===== src/rtl/uart_cmd_receiver_pkg.sv =====
// Shared constants, state encodings and the hex-digit decoder for the
// host-to-board command receiver.
package uart_cmd_receiver_pkg;

    localparam logic [7:0] CMD_START = 8'h63;
    localparam logic [7:0] CR        = 8'h0D;

    typedef enum logic [2:0] {IDLE, START, DATA, STOP, BREAK} rxState_t;
    typedef enum logic [2:0] {P_IDLE, P_CODE, P_HI, P_LO, P_END} parseState_t;

    typedef struct packed {
        logic       valid;
        logic [3:0] nibble;
    } hexNib_t;

    // Letters map through their low nibble: 'A'/'a' = x1 -> 10 ... 'F'/'f' = x6 -> 15.
    function automatic hexNib_t hexToNibble(input logic [7:0] ch);
        hexNib_t r;
        r.valid  = 1'b1;
        r.nibble = '0;
        if (ch >= 8'h30 && ch <= 8'h39)
            r.nibble = ch[3:0];
        else if ((ch >= 8'h41 && ch <= 8'h46) || (ch >= 8'h61 && ch <= 8'h66))
            r.nibble = ch[3:0] + 4'd9;
        else
            r.valid = 1'b0;
        return r;
    endfunction

endpackage


===== src/rtl/uart_rx_core.sv =====
// 8N1 byte receiver: two-flop synchronizer, mid-bit sampling, glitch
// rejection on the start bit and a BREAK state that waits out a low line.
module uart_rx_core
    import uart_cmd_receiver_pkg::*;
#(
    parameter int ClkFrequency = 10000000,
    parameter int Baud         = 230400
) (
    input  logic       clk,
    input  logic       rst,
    input  logic       RxD,
    output logic [7:0] rx_data,
    output logic       rx_strobe,
    output logic       frame_err,
    output logic       busy
);

    localparam int BIT_TICKS  = (ClkFrequency + Baud / 2) / Baud;
    localparam int HALF_TICKS = BIT_TICKS / 2;
    localparam int TICK_W     = $clog2(BIT_TICKS + 1);

    logic              rxMeta;
    logic              rxs;
    rxState_t          state;
    logic [TICK_W-1:0] tickCnt;
    logic [2:0]        bitIdx;
    logic [7:0]        shiftReg;

    assign busy = (state != IDLE);

    always_ff @(posedge clk) begin
        if (rst) begin
            rxMeta    <= 1'b1;
            rxs       <= 1'b1;
            state     <= IDLE;
            tickCnt   <= '0;
            bitIdx    <= '0;
            shiftReg  <= '0;
            rx_data   <= '0;
            rx_strobe <= 1'b0;
            frame_err <= 1'b0;
        end else begin
            rxMeta    <= RxD;
            rxs       <= rxMeta;
            rx_strobe <= 1'b0;
            frame_err <= 1'b0;
            case (state)
                IDLE: begin
                    if (!rxs) begin
                        state   <= START;
                        tickCnt <= '0;
                    end
                end
                START: begin
                    // A start bit that is high again at its midpoint was noise.
                    if (tickCnt == TICK_W'(HALF_TICKS - 1)) begin
                        tickCnt <= '0;
                        if (rxs) begin
                            state <= IDLE;
                        end else begin
                            state  <= DATA;
                            bitIdx <= '0;
                        end
                    end else begin
                        tickCnt <= tickCnt + TICK_W'(1);
                    end
                end
                DATA: begin
                    if (tickCnt == TICK_W'(BIT_TICKS - 1)) begin
                        tickCnt  <= '0;
                        shiftReg <= {rxs, shiftReg[7:1]};
                        bitIdx   <= bitIdx + 3'd1;
                        if (bitIdx == 3'd7)
                            state <= STOP;
                    end else begin
                        tickCnt <= tickCnt + TICK_W'(1);
                    end
                end
                STOP: begin
                    if (tickCnt == TICK_W'(BIT_TICKS - 1)) begin
                        tickCnt <= '0;
                        if (rxs) begin
                            rx_data   <= shiftReg;
                            rx_strobe <= 1'b1;
                            state     <= IDLE;
                        end else begin
                            frame_err <= 1'b1;
                            state     <= BREAK;
                        end
                    end else begin
                        tickCnt <= tickCnt + TICK_W'(1);
                    end
                end
                BREAK: begin
                    if (rxs)
                        state <= IDLE;
                end
                default: state <= IDLE;
            endcase
        end
    end

endmodule


===== src/rtl/uart_cmd_receiver.sv =====
// Command-frame parser on top of the byte receiver: 'c' <code> <hexHi> <hexLo> CR
// becomes one cmd_valid pulse carrying the code and the decoded argument.
module uart_cmd_receiver
    import uart_cmd_receiver_pkg::*;
#(
    parameter int ClkFrequency = 10000000,
    parameter int Baud         = 230400,
    parameter int TimeoutClks  = 5000
) (
    input  logic       clk,
    input  logic       rst,
    input  logic       RxD,
    output logic [7:0] rx_data,
    output logic       rx_strobe,
    output logic       cmd_valid,
    output logic [7:0] cmd_code,
    output logic [7:0] cmd_arg,
    output logic       frame_err,
    output logic       parse_err,
    output logic       busy
);

    localparam int TO_W = $clog2(TimeoutClks + 1);

    parseState_t     pState;
    logic [7:0]      codeLatch;
    logic [3:0]      hiNib;
    logic [7:0]      argLatch;
    logic [TO_W-1:0] timeoutCnt;
    hexNib_t         hexDec;

    uart_rx_core #(
        .ClkFrequency(ClkFrequency),
        .Baud        (Baud)
    ) u_rx (
        .clk      (clk),
        .rst      (rst),
        .RxD      (RxD),
        .rx_data  (rx_data),
        .rx_strobe(rx_strobe),
        .frame_err(frame_err),
        .busy     (busy)
    );

    assign hexDec = hexToNibble(rx_data);

    always_ff @(posedge clk) begin
        if (rst) begin
            pState     <= P_IDLE;
            codeLatch  <= '0;
            hiNib      <= '0;
            argLatch   <= '0;
            timeoutCnt <= '0;
            cmd_valid  <= 1'b0;
            cmd_code   <= '0;
            cmd_arg    <= '0;
            parse_err  <= 1'b0;
        end else begin
            cmd_valid <= 1'b0;
            parse_err <= 1'b0;
            if (rx_strobe) begin
                // The strobe cycle counts as the first idle clock after the byte.
                timeoutCnt <= TO_W'(1);
                if (pState != P_IDLE && rx_data == CMD_START) begin
                    parse_err <= 1'b1;
                    pState    <= P_CODE;
                end else begin
                    case (pState)
                        P_IDLE: begin
                            if (rx_data == CMD_START)
                                pState <= P_CODE;
                        end
                        P_CODE: begin
                            if (rx_data >= 8'h21 && rx_data <= 8'h7E) begin
                                codeLatch <= rx_data;
                                pState    <= P_HI;
                            end else begin
                                parse_err <= 1'b1;
                                pState    <= P_IDLE;
                            end
                        end
                        P_HI: begin
                            if (hexDec.valid) begin
                                hiNib  <= hexDec.nibble;
                                pState <= P_LO;
                            end else begin
                                parse_err <= 1'b1;
                                pState    <= P_IDLE;
                            end
                        end
                        P_LO: begin
                            if (hexDec.valid) begin
                                argLatch <= {hiNib, hexDec.nibble};
                                pState   <= P_END;
                            end else begin
                                parse_err <= 1'b1;
                                pState    <= P_IDLE;
                            end
                        end
                        P_END: begin
                            if (rx_data == CR) begin
                                cmd_code  <= codeLatch;
                                cmd_arg   <= argLatch;
                                cmd_valid <= 1'b1;
                            end else begin
                                parse_err <= 1'b1;
                            end
                            pState <= P_IDLE;
                        end
                        default: pState <= P_IDLE;
                    endcase
                end
            end else if (frame_err) begin
                pState     <= P_IDLE;
                timeoutCnt <= '0;
            end else if (pState == P_IDLE) begin
                timeoutCnt <= '0;
            end else if (timeoutCnt == TO_W'(TimeoutClks - 1)) begin
                parse_err  <= 1'b1;
                pState     <= P_IDLE;
                timeoutCnt <= '0;
            end else if (timeoutCnt != TO_W'(TimeoutClks)) begin
                timeoutCnt <= timeoutCnt + TO_W'(1);
            end
        end
    end

endmodule


===== config.mk =====
export PLATFORM = sky130hd
export DESIGN_NAME = uart_cmd_receiver
export DESIGN_NICKNAME = d
export VERILOG_FILES = /design/src/rtl/uart_cmd_receiver_pkg.sv /design/src/rtl/uart_rx_core.sv /design/src/rtl/uart_cmd_receiver.sv
export SDC_FILE = /design/constraint.sdc
export NUM_CORES = 1
export LEC_CHECK = 0
export ABC_AREA = 1
export CAP_MARGIN = 15
export CORE_MARGIN = 3
export CORE_UTILIZATION = 50
export DETAILED_ROUTE_END_ITERATION = 10
export PLACE_DENSITY = 0.81
export SYNTH_ARGS = -nofsm -noshare
export SYNTH_HDL_FRONTEND = slang
export SYNTH_SLANG_ARGS = --single-unit
export TNS_END_PERCENT = 5

===== constraint.sdc =====
create_clock -name clk -period 3 [get_ports clk]
set_clock_uncertainty 0.05 [all_clocks]
set_input_delay 0.3 -clock clk [delete_from_list [all_inputs] [get_ports clk]]
set_output_delay 0.3 -clock clk [all_outputs]
set_load 0.02 [all_outputs]

Yosys cells after proc, flatten, opt, wreduce, memory -nomap -nowiden
Cells that the tools add are included.
Word-level totals
  logic and storage cells: 137
  bits of input ports: 3
  register bits after elaboration: 86
Operators by class
  $lt $le $gt $ge: 8
  bitwise gates (word level): 5
  mux-type cells: 48
  equal/unequal tests: 24
  reduce and logical (&&, ||, !) cells: 29
  add/subtract/negate cells: 4
Operators by type and width (number)
  2-to-1 mux 3 bit: 17
  less-or-equal comparator 8 x 7 -> 1 bit, second input constant: 3
  AND reduction 4 bit: 5
  2-to-1 mux 1 bit: 18
  2-to-1 mux 6 bit: 3
  one-hot mux 6 bit (3 select lines): 1
  >= comparator 8 x 6 -> 1 bit, second input constant: 2
  >= comparator 8 x 7 -> 1 bit, second input constant: 2
  one-hot mux 3 bit (5 select lines): 1
  adder 13 x 1 -> 13 bit, second input constant: 1
  equality test 13 bit, second input constant: 1
  inequality test 13 bit, second input constant: 1
  equality test 3 x 2 -> 1 bit, second input constant: 4
  one-hot mux 3 bit (4 select lines): 1
  nonzero test 3 bit: 4
  inequality test 2 x 1 -> 1 bit, second input constant: 5
  equality test 3 bit, second input constant: 3
  equality test 8 x 4 -> 1 bit, second input constant: 1
  equality test 8 x 7 -> 1 bit, second input constant: 1
  less-or-equal comparator 8 x 6 -> 1 bit, second input constant: 1
  2-to-1 mux 4 bit: 2
  adder 6 x 1 -> 6 bit, second input constant: 1
  equality test 3 x 1 -> 1 bit, second input constant: 2
  equality test 6 x 5 -> 1 bit, second input constant: 1
  other kinds (22): 37

Depth between registers and ports, before layout
Gate-level depths: netlist of the first run.
  depth after elaboration: 9
  depth in mapped cells: 13
  depth with buffers taken out: 13

By module
From an unflattened synthesis of the first run, not the netlist that was laid out.
Unflattened totals
  cells, all modules: 597
  area total of the unflattened synthesis: 4126.5 µm²
Modules (own cells, without submodules)
  uart_cmd_receiver: area an instance 2687.6 µm², cells an instance 404, instances 1
  uart_rx_core: area an instance 1438.9 µm², cells an instance 193, instances 1

Least setup slack after synthesis of the first run
Ideal clock, no wire load.
  kind: reg-to-reg
  start: register u_rx.rx_data[0]
  end: register argLatch[0]
  required time: 2.883 ns
  stages on the path, launching flop included: 12
  library setup time: 0.067 ns
  period minus slack after synthesis: 1.771 ns
  setup slack: 1.229 ns
  arrival: 1.654 ns
  path through: dfxtp_1 -> inv_1 -> ha_1 -> inv_1 -> nor2_1 -> nand2_1 -> nand3_1 -> nand2_2 -> nand3_2 -> nor2_4 -> nand2_1 -> a21oi_2
On the way
  word-level cells in the longest chain between the ends: 6
RTL lines
  start, declared: line uart_rx_core.sv:12  | output logic [7:0] rx_data,
  start signal, assigned: line uart_rx_core.sv:83  | rx_data <= shiftReg;
  >= comparator 8 x 7 -> 1 bit or less-or-equal comparator 8 x 7 -> 1 bit (tied branches): line uart_cmd_receiver_pkg.sv:23  | else if ((ch >= 8'h41 && ch <= 8'h46) || (ch >= 8'h61 && ch <= 8'h66))
  logical AND 1 bit: line uart_cmd_receiver_pkg.sv:23
  logical OR 1 bit: line uart_cmd_receiver_pkg.sv:23
  2-to-1 mux 1 bit: line uart_cmd_receiver_pkg.sv:23
  2-to-1 mux 1 bit: line uart_cmd_receiver_pkg.sv:21  | if (ch >= 8'h30 && ch <= 8'h39)
  AND reduction 4 bit (no source line)
  end signal, assigned: line uart_cmd_receiver.sv:93  | argLatch <= {hiNib, hexDec.nibble};
  end, declared: line uart_cmd_receiver.sv:28  | logic [7:0] argLatch;
Several ways; a longest one is shown, not always the timed one.
A chain may end at the register's enable or synchronous reset.

Worst setup path after layout of the first run
  start: register u_rx.rx_data[1]
  end: register cmd_code[2]
On the way
  word-level cells in the longest chain between the ends: 4
RTL lines
  equality test 8 x 7 -> 1 bit: line uart_cmd_receiver.sv:64  | if (pState != P_IDLE && rx_data == CMD_START) begin
  logical AND 1 bit: line uart_cmd_receiver.sv:64
  inverter 1 bit (no source line)
  AND reduction 4 bit (no source line) *
  end signal, assigned: line uart_cmd_receiver.sv:102  | cmd_code <= codeLatch;
  end, declared: line uart_cmd_receiver.sv:16  | output logic [7:0] cmd_code,
Mark *: on every way between the ends. The rest lies on a longest branch, timed or not.

==> results.cfg, run 1 <==
[timing]
finalMaxSlewViolations = 0
hold_violations = 0
fin_tns_setup_ns = 0
period_share_pct = 65.9
grt_setup_unrepaired = no
layout_min_cycle_time_ns = 1.98
maxSlewHeadroom_pct = 64.7
tightest_slew_ns = 0.528
max_freq_ghz = 0.506
setup_violations = 0

[logic_synthesis]
synth-seq-area-share_pct = 44.5
ys.flop_type = dfxtp_1
post_synth_num_cell_types = 34
synth.top_cell.area_share_pct = 44.5
synth_top_cell_by_area = dfxtp_1
syn_area_per_cell_um2 = 7.31
ys_warn_count = 0
synth_edf_count = 0
async_flop_share_pct = 0
synth.top_cells.by_area = dfxtp_1 (45%), nand2_1 (9.6%), nor2_1 (8.3%)
syn-instance-count = 529
syn-num-nets = 542
synth-seq-cells = 86
synth_area_mm2 = 0.00387

[layout]
drive_gt1_share_pct = 10.8
utilization_pct = 61.0
diodes = 0
most-common-layout-cells = nand2_1 (99), nor2_1 (86), dfxtp_1 (86)
nets = 575
regArea_mm2 = 0.00172
multiInputGateArea_mm2 = 0.00186
fill_cells = 669
layout_commonest_cell = nand2_1
area_growth_pct = 16.2

[setup_path]
r2r_cells = 10
crit_required_ns = 3.18
reg2reg_from = u_rx.rx_data[1]$_SDFFE_PP0P_
crit_start = u_rx.rx_data[1]$_SDFFE_PP0P_
critPathLaunchType = register
r2r_slack_ns = 1.02
crit_end = cmd_code[2]$_SDFFE_PP0P_
crit_type = register to register
r2r-end = cmd_code[2]$_SDFFE_PP0P_
cp_max_fo = 17
endpoint_kind = register
crit_arrival_ns = 2.16

[detailed_routing]
post-route-drc-count = 0
drt_iter0_markers = 213
firstDrtPassIters = 7
antenna_left = 0
drt-total-wl_mm = 8.31
vias = 3494
wl_per_cell_um = 12.5
avgViaCountPerCell = 5.25

[clocking]
cts_setup_buffers = 0
clk_latency_ns = 0.36
ctsResizeCount = 0
cts.sinks = 86
clkTransAtPathRegs_ns = 0.08
hold_buffers = 0
cts_buffer_depth = 2
cts_root_buf = clkbuf_8
htree_levels = 3
cts_tree = yes
cts_buffers = 9

[die]
start_util_pct = 52.5
die_area_mm2 = 0.00883
die_h_um = 94.0
die_w_um = 94.0
core_mm2 = 0.00737
fp-row-count = 31
ios = 32

[power_and_ir_drop]
power_frac_comb_pct = 4.5
switchingPower_uw = 501
pwr-share-clk_pct = 42.4
ir_drop_uv = 318
p_sw_share_pct = 23.0
total_power_mw = 2.18
power_density_mw_per_mm2 = 485
p_leak_nw = 1.78
seq_power_share_pct = 53.1
internal_power_mw = 1.68

[place]
place_hpwl_mm = 5.95
gp_congestion = 0.926
io_buffers = 31

[global_route]
grt_usage_pct = 20.4
grt_overflow = 0
first_global_vias = 3227
grt_pass1_wl_mm = 14.4
grt_max_degree = 35
antenna_found_initial = 0

[min_path]
hold_path_class = register to register

[run_status]
status = complete, no violations

[run]
max-cap-violations = 0
cell usage after synthesis (2+ instances only):
cell type,number
nand4_1,7
or2_2,2
nor2_4,2
nor3_1,9
clkbuf_1,7
nand2_1,99
ha_1,10
buf_2,4
nand3_1,27
a21oi_1,50
dfxtp_1,86
inv_1,43
nor2_1,86
nand3_2,3
nand2_2,4
o21ai_1,18
xor2_1,4
o21ai_0,29
or2_0,3
nor2_2,3
inv_2,16
nand2_4,2
nor3_2,4
critical path, stage by stage, from the launching register on:
cell      delay, ns
dfxtp_1        0.45
inv_1          0.11
ha_1           0.19
inv_1          0.11
nor3_1         0.06
nand2_1        0.11
inv_2          0.05
nand2_2        0.25
clkinv_2       0.27
nand2_1        0.11
a21oi_1        0.08
worst min path at each step:
stage | start | endpoint | slack, ns | cells after the start
floorplan | u_rx.rxMeta$_SDFF_PP1_ | u_rx.rxs$_SDFF_PP1_ | 0.34 | 1
global placement | u_rx.rxMeta$_SDFF_PP1_ | u_rx.rxs$_SDFF_PP1_ | 0.35 | 1
detailed placement | u_rx.rxMeta$_SDFF_PP1_ | u_rx.rxs$_SDFF_PP1_ | 0.35 | 1
CTS | u_rx.rxMeta$_SDFF_PP1_ | u_rx.rxs$_SDFF_PP1_ | 0.37 | 1
global route | u_rx.rxMeta$_SDFF_PP1_ | u_rx.rxs$_SDFF_PP1_ | 0.37 | 1
finish | u_rx.rxMeta$_SDFF_PP1_ | u_rx.rxs$_SDFF_PP1_ | 0.37 | 1
metrics by stage:
| step | setup slack, ns | hold slack (ns) | cells | cell area [µm²] |
|---|---|---|---|---|
| floorplan | 1.23 | 0.339 | 529 | 3870 |
| global placement | 1.03 | 0.352 | 650 | 4270 |
| detailed placement | 1.01 | 0.348 | 650 | 4270 |
| global route | 0.734 | 0.373 | 666 | 4500 |
| CTS | 0.989 | 0.370 | 666 | 4500 |
| finish | 1.02 | 0.369 | 666 | 4500 |
cell type report:
| class | count | share of cell area [%] |
|---|---|---|
| Tap cell | 99 | 2.75 |
| Sequential cell | 86 | 38.3 |
| Timing Repair Buffer | 34 | 7.40 |
| Multi-Input combinational cell | 371 | 41.4 |
| Clock buffer | 10 | 3.06 |
| Inverter | 60 | 5.04 |
| Clock inverter | 6 | 2.03 |
power by group through the flow:
stage,Sequential (mW),Combinational (mW),Clock (mW)
3_5_place_dp,1.18,0.0977,0
4_1_cts,1.16,0.0985,0.941
5_1_grt,1.16,0.115,0.984
3_3_place_gp,1.18,0.0952,0
6_report,1.16,0.0985,0.924
2_1_floorplan,1.18,0.0717,0
logic make-up (layout without fill, tap and decap cells):
group	after synthesis	in the layout	synth area share [%]
and+or+nand+nor	257	257	30.9
AOI/OAI and AO/OA	100	100	13.2
DFF	86	86	44.5
buffers and inverters	72	110	7.34
adders and majority gates	10	10	3.23
xor gates and xnor gates	4	4	0.905
per-layer routing:
metal  global-route usage, %  vias up  routed length [µm]
li1                        -     1773                   -
met1                    24.8     1601                3640
met2                    33.8      101                4060
met3                    4.65       19                 412
met4                    10.3        0                 201
met5                       0        -                   0
registers in the layout (all words and copies together), names as in the netlist, 3 cells and up:
| name | cells |
|---|---|
| u_rx.state | 3 |
| argLatch | 8 |
| u_rx.tickCnt | 6 |
| u_rx.shiftReg | 8 |
| hiNib | 4 |
| timeoutCnt | 13 |
| u_rx.rx_data | 8 |
| codeLatch | 8 |
| cmd_arg | 8 |
| cmd_code | 8 |
| u_rx.bitIdx | 3 |
| pState | 3 |
(Power assumes the default switching activity.)
==> run 2, diff against run 1 <==
- PLACE_DENSITY: 0.81 -> 0.84
- clock period: 3 -> 1.8 ns (I/O delays scaled with it)
==> run 2 against run 1 <==
Die area unchanged. Total power increased by 56%. Sequential share of layout area decreased by 0.64 points. Combinational power increased by 82%. Wire length increased by 1.2%. Register-to-register slack got worse by 0.91 ns. Setup slack got worse by 0.96 ns. Global-route usage decreased by 0.35 points. Final cell count increased by 1.4%.
==> results.cfg, run 2 (same netlist as run 1, synthesis figures left out) <==
[setup_path]
r2r_cells = 11
worstPathCellList = nor2_1 > nand2_1 > clkdlybuf4s50_1
endpoint_kind = primary output
r2r-end = argLatch[0]$_SDFFE_PP0P_
crit_arrival_ns = 1.51
critPathLaunchType = register
reg2reg_from = u_rx.rx_data[0]$_SDFFE_PP0P_
crit_end = busy
crit_start = u_rx.state[2]$_SDFFE_PP0P_
crit_type = register to primary output
critPathSlowestCell = clkdlybuf4s50_1
cp_max_fo = 4
slowest_delay_ns = 0.59
r2r_slack_ns = 0.11
crit_required_ns = 1.57

[clocking]
cts_tree = yes
cts_buffer_depth = 2
clk_latency_ns = 0.36
cts_setup_buffers = 0
htree_levels = 3
cts_root_buf = clkbuf_8
clkTransAtPathRegs_ns = 0.09
cts.sinks = 86
cts_buffers = 9

[timing]
maxSlewHeadroom_pct = 76.5
finalMaxSlewViolations = 0
max_freq_ghz = 0.576
fin_tns_setup_ns = 0
setup_violations = 0
hold_violations = 0
grt_setup_unrepaired = yes
final.hold.worst_slack_ns = 0.322
layout_min_cycle_time_ns = 1.74
tightest_slew_ns = 0.352
period_share_pct = 96.5

[run]
max-cap-violations = 0

[layout]
diodes = 0
layout_commonest_cell = nand2_1
largest_reg_flops = 13
drive_gt1_share_pct = 13.9
fill_cells = 652
area_growth_pct = 18.6
nets = 584
largest-register = timeoutCnt
most-common-layout-cells = nand2_1 (98), nor2_1 (85), dfxtp_1 (82)
stdcell_count = 675
utilization_pct = 62.2

[run_status]
status = complete, no violations

[die]
die_area_mm2 = 0.00883
die_w_um = 94.0
start_util_pct = 52.5
fp-row-count = 31
ios = 32
core_mm2 = 0.00737
die_h_um = 94.0

[place]
place_hpwl_mm = 5.98
gp_congestion = 0.942
placed_cells = 659
io_buffers = 31

[detailed_routing]
firstDrtPassIters = 5
avgViaCountPerCell = 5.22
drt_iter0_markers = 251
antenna_left = 0
post-route-drc-count = 0
vias = 3526
wl_per_cell_um = 12.5
drt-total-wl_mm = 8.41

[power_and_ir_drop]
ir_drop_uv = 396
p_leak_nw = 1.82
power_density_mw_per_mm2 = 741

[global_route]
first_global_vias = 3212
grt_overflow = 0
grt_pass1_wl_mm = 14.2
antenna_found_initial = 0
grt_max_degree = 41
grt_usage_pct = 20.1

[min_path]
min_path_cells = 2
hold_path_class = primary input to register
-- run 2: cell count changes in the layout (fill, tap and decap cells not counted), sizes merged --
cell and delta:
buf +9, bufinv -2, dlymetal6s2s +1, clkdlybuf4s50 -1, clkinvlp +2, clkbuf +1
inv -1
-- run 2: report_power, final --
part / switching [mW] / total (mW) / internal [mW]
Combinational: 0.119 / 0.179 / 0.0601
Sequential: 0.0133 / 1.93 / 1.91
Clock: 0.706 / 1.29 / 0.586
Total: 0.838 / 3.40 / 2.56
-- run 2: worst min-delay path by stage --
stage	from	to	slack, ns
after floorplan	RxD	u_rx.rxMeta$_SDFF_PP1_	0.23
after global placement	u_rx.rxMeta$_SDFF_PP1_	u_rx.rxs$_SDFF_PP1_	0.37
after detailed placement	u_rx.rxMeta$_SDFF_PP1_	u_rx.rxs$_SDFF_PP1_	0.36
after CTS	RxD	u_rx.rxMeta$_SDFF_PP1_	0.32
after global routing	RxD	u_rx.rxMeta$_SDFF_PP1_	0.31
final	RxD	u_rx.rxMeta$_SDFF_PP1_	0.32
-- run 2: metrics by stage --
stage / total power [mW] / setup slack (ns) / instance area, µm²
detailed placement: 2.14 / 0.0834 / 4350
global placement: 2.13 / 0.132 / 4350
floorplan: 2.09 / 0.0288 / 3870
finish: 3.40 / 0.0634 / 4590
CTS: 3.41 / 0.0476 / 4540
global route: 3.53 / -0.0354 / 4590
-- run 2: cell type report --
cell class                      instances  area (µm²)  area share, %
Tap cell                               99         124           2.70
Sequential cell                        86        1730           37.6
Clock buffer                           11         151           3.30
Inverter                               60         226           4.94
Clock inverter                          5        41.3          0.900
Multi-Input combinational cell        371        1900           41.5
Timing Repair Buffer                   43         415           9.06
-- run 2: per-layer routing --
metal	global-route usage (%)	up-vias	part of all wire [%]
met3	4.89	19	6.3
met5	0	-	0
met2	32.0	103	47
met4	8.90	0	2.0
met1	25.8	1612	44
li1	-	1792	-
-- run 2: what timing repair did --
item | CTS | global route
hold buffers | 0 | 0
pin swaps | 0 | 3
resized for setup | 1 | 14
endpoints found under the setup margin | 1 | 33
-- run 2: critical path: cells and delay by family (launching register included) --
| kind | cells | cell delay (ns) |
|---|---|---|
| buf+inv | 1 | 0.59 |
| flops | 1 | 0.41 |
| simple gates | 2 | 0.15 |
==> run 3, diff against run 2 <==
- MAX_ROUTING_LAYER: default -> met4
==> run 3 against run 2 <==
Critical path depth shrank 1. Setup slack better by 0.026 ns. Total power shrank 0.79%. Die area unchanged. Critical path type unchanged. Critical endpoint is now rx_data[0]. Largest power group unchanged.
==> results.cfg, run 3 (same netlist as run 1, synthesis figures left out) <==
[run_status]
status = complete, no violations

[timing]
setup_slack_ns = 0.0891
maxSlewHeadroom_pct = 74.3
hold_violations = 0
setup_violations = 0
layout_min_cycle_time_ns = 1.71
finalMaxSlewViolations = 0
period_share_pct = 95.0
tightest_slew_ns = 0.381
max_freq_ghz = 0.584
fin_tns_setup_ns = 0

[detailed_routing]
avgViaCountPerCell = 5.22
drt_iter0_markers = 265
wl_per_cell_um = 12.5
drt-total-wl_mm = 8.44
antenna_left = 0
vias = 3523
post-route-drc-count = 0
firstDrtPassIters = 5

[global_route]
grt_pass1_wl_mm = 14.5
grt_max_degree = 41
grt_usage_pct = 21.2
first_global_vias = 3254
antenna_found_initial = 0
grt_overflow = 0

[power_and_ir_drop]
p_leak_nw = 1.82
power_density_mw_per_mm2 = 735
ir_drop_uv = 527

[die]
die_area_mm2 = 0.00883
core_mm2 = 0.00737
die_h_um = 94.0
ios = 32
die_w_um = 94.0
fp-row-count = 31
start_util_pct = 52.5

[layout]
area_growth_pct = 18.5
fill_cells = 655
nets = 584
largest-register = timeoutCnt
drive_gt1_share_pct = 14.6
multiInputGateArea_mm2 = 0.00189
largest_reg_flops = 13
most-common-layout-cells = nand2_1 (98), nor2_1 (84), dfxtp_1 (80)
layout_commonest_cell = nand2_1
regArea_mm2 = 0.00173
utilization_pct = 62.2
diodes = 0

[clocking]
htree_levels = 3
hold_buffers = 0
cts_buffer_depth = 2
cts_tree = yes
cts_root_buf = clkbuf_8
clk_latency_ns = 0.36
cts_buffers = 9
cts.sinks = 86
clkTransAtPathRegs_ns = 0.09

[place]
io_buffers = 31
gp_congestion = 0.975
dpl_worst_slack_ns = 0.0510
place_hpwl_mm = 6.02

[setup_path]
endpoint_kind = primary output
crit_required_ns = 1.57
worstPathCellList = buf_4 > clkdlybuf4s50_1
cp_max_fo = 4
critPathBufInv = 2
slowest_delay_ns = 0.62
cp_top_family = buffers and inverters
crit_type = register to primary output
crit_arrival_ns = 1.48
critPathSlowestCell = clkdlybuf4s50_1
critPathLaunchType = register

[min_path]
hold_path_class = primary input to register

[run]
max-cap-violations = 0
run 3: path summary, 6_finish.rpt:
check                                                  start                  endpoint  slack [ns]  depth (start not counted)
worst max-delay path            u_rx.rx_data[0]$_SDFFE_PP0P_                rx_data[0]        0.09                          2
worst min-delay path                                     RxD    u_rx.rxMeta$_SDFF_PP1_        0.33                          2
worst max register to register  u_rx.rx_data[0]$_SDFFE_PP0P_  argLatch[3]$_SDFFE_PP0P_        0.11                         11
worst min register to register        u_rx.rxMeta$_SDFF_PP1_       u_rx.rxs$_SDFF_PP1_        0.39                          1
run 3: metal layers:
metal  part of all wire, %  track usage (%)
met4                   2.5             8.66
met5                     0                -
met1                    44             26.4
met3                   5.1             4.33
met2                    48             33.7
run 3: layout make-up:
cell class / instances / share of cell area (%)
multi-input cells: 371 / 41.3
inverters: 60 / 4.94
clock inverters: 6 / 1.17
repair buffers: 43 / 9.06
clock buffers: 10 / 3.00
well taps: 99 / 2.70
flip-flops and latches: 86 / 37.8
run 3: repair_timing:
action / in CTS / in global routing
setup endpoints to repair: 1 / 40
pin swaps: 0 / 5
resized for setup: 1 / 20
buffers inserted: 0 / 0
run 3: through the flow:
step | hold slack, ns | power, mW | cells | area (µm²)
after floorplan | 0.234 | 2.09 | 529 | 3870
after CTS | 0.320 | 3.41 | 675 | 4540
after detailed placement | 0.365 | 2.14 | 659 | 4350
final | 0.334 | 3.37 | 675 | 4580
after global placement | 0.367 | 2.13 | 659 | 4350
after global routing | 0.342 | 3.50 | 675 | 4580
run 3: report_power, final:
| group | total (mW) | switching (mW) | leakage (nW) | internal [mW] |
|---|---|---|---|---|
| sequential | 1.92 | 0.0133 | 0.697 | 1.91 |
| clock | 1.28 | 0.721 | 0.0950 | 0.560 |
| combinational | 0.166 | 0.110 | 1.03 | 0.0556 |
| total | 3.37 | 0.844 | 1.82 | 2.53 |
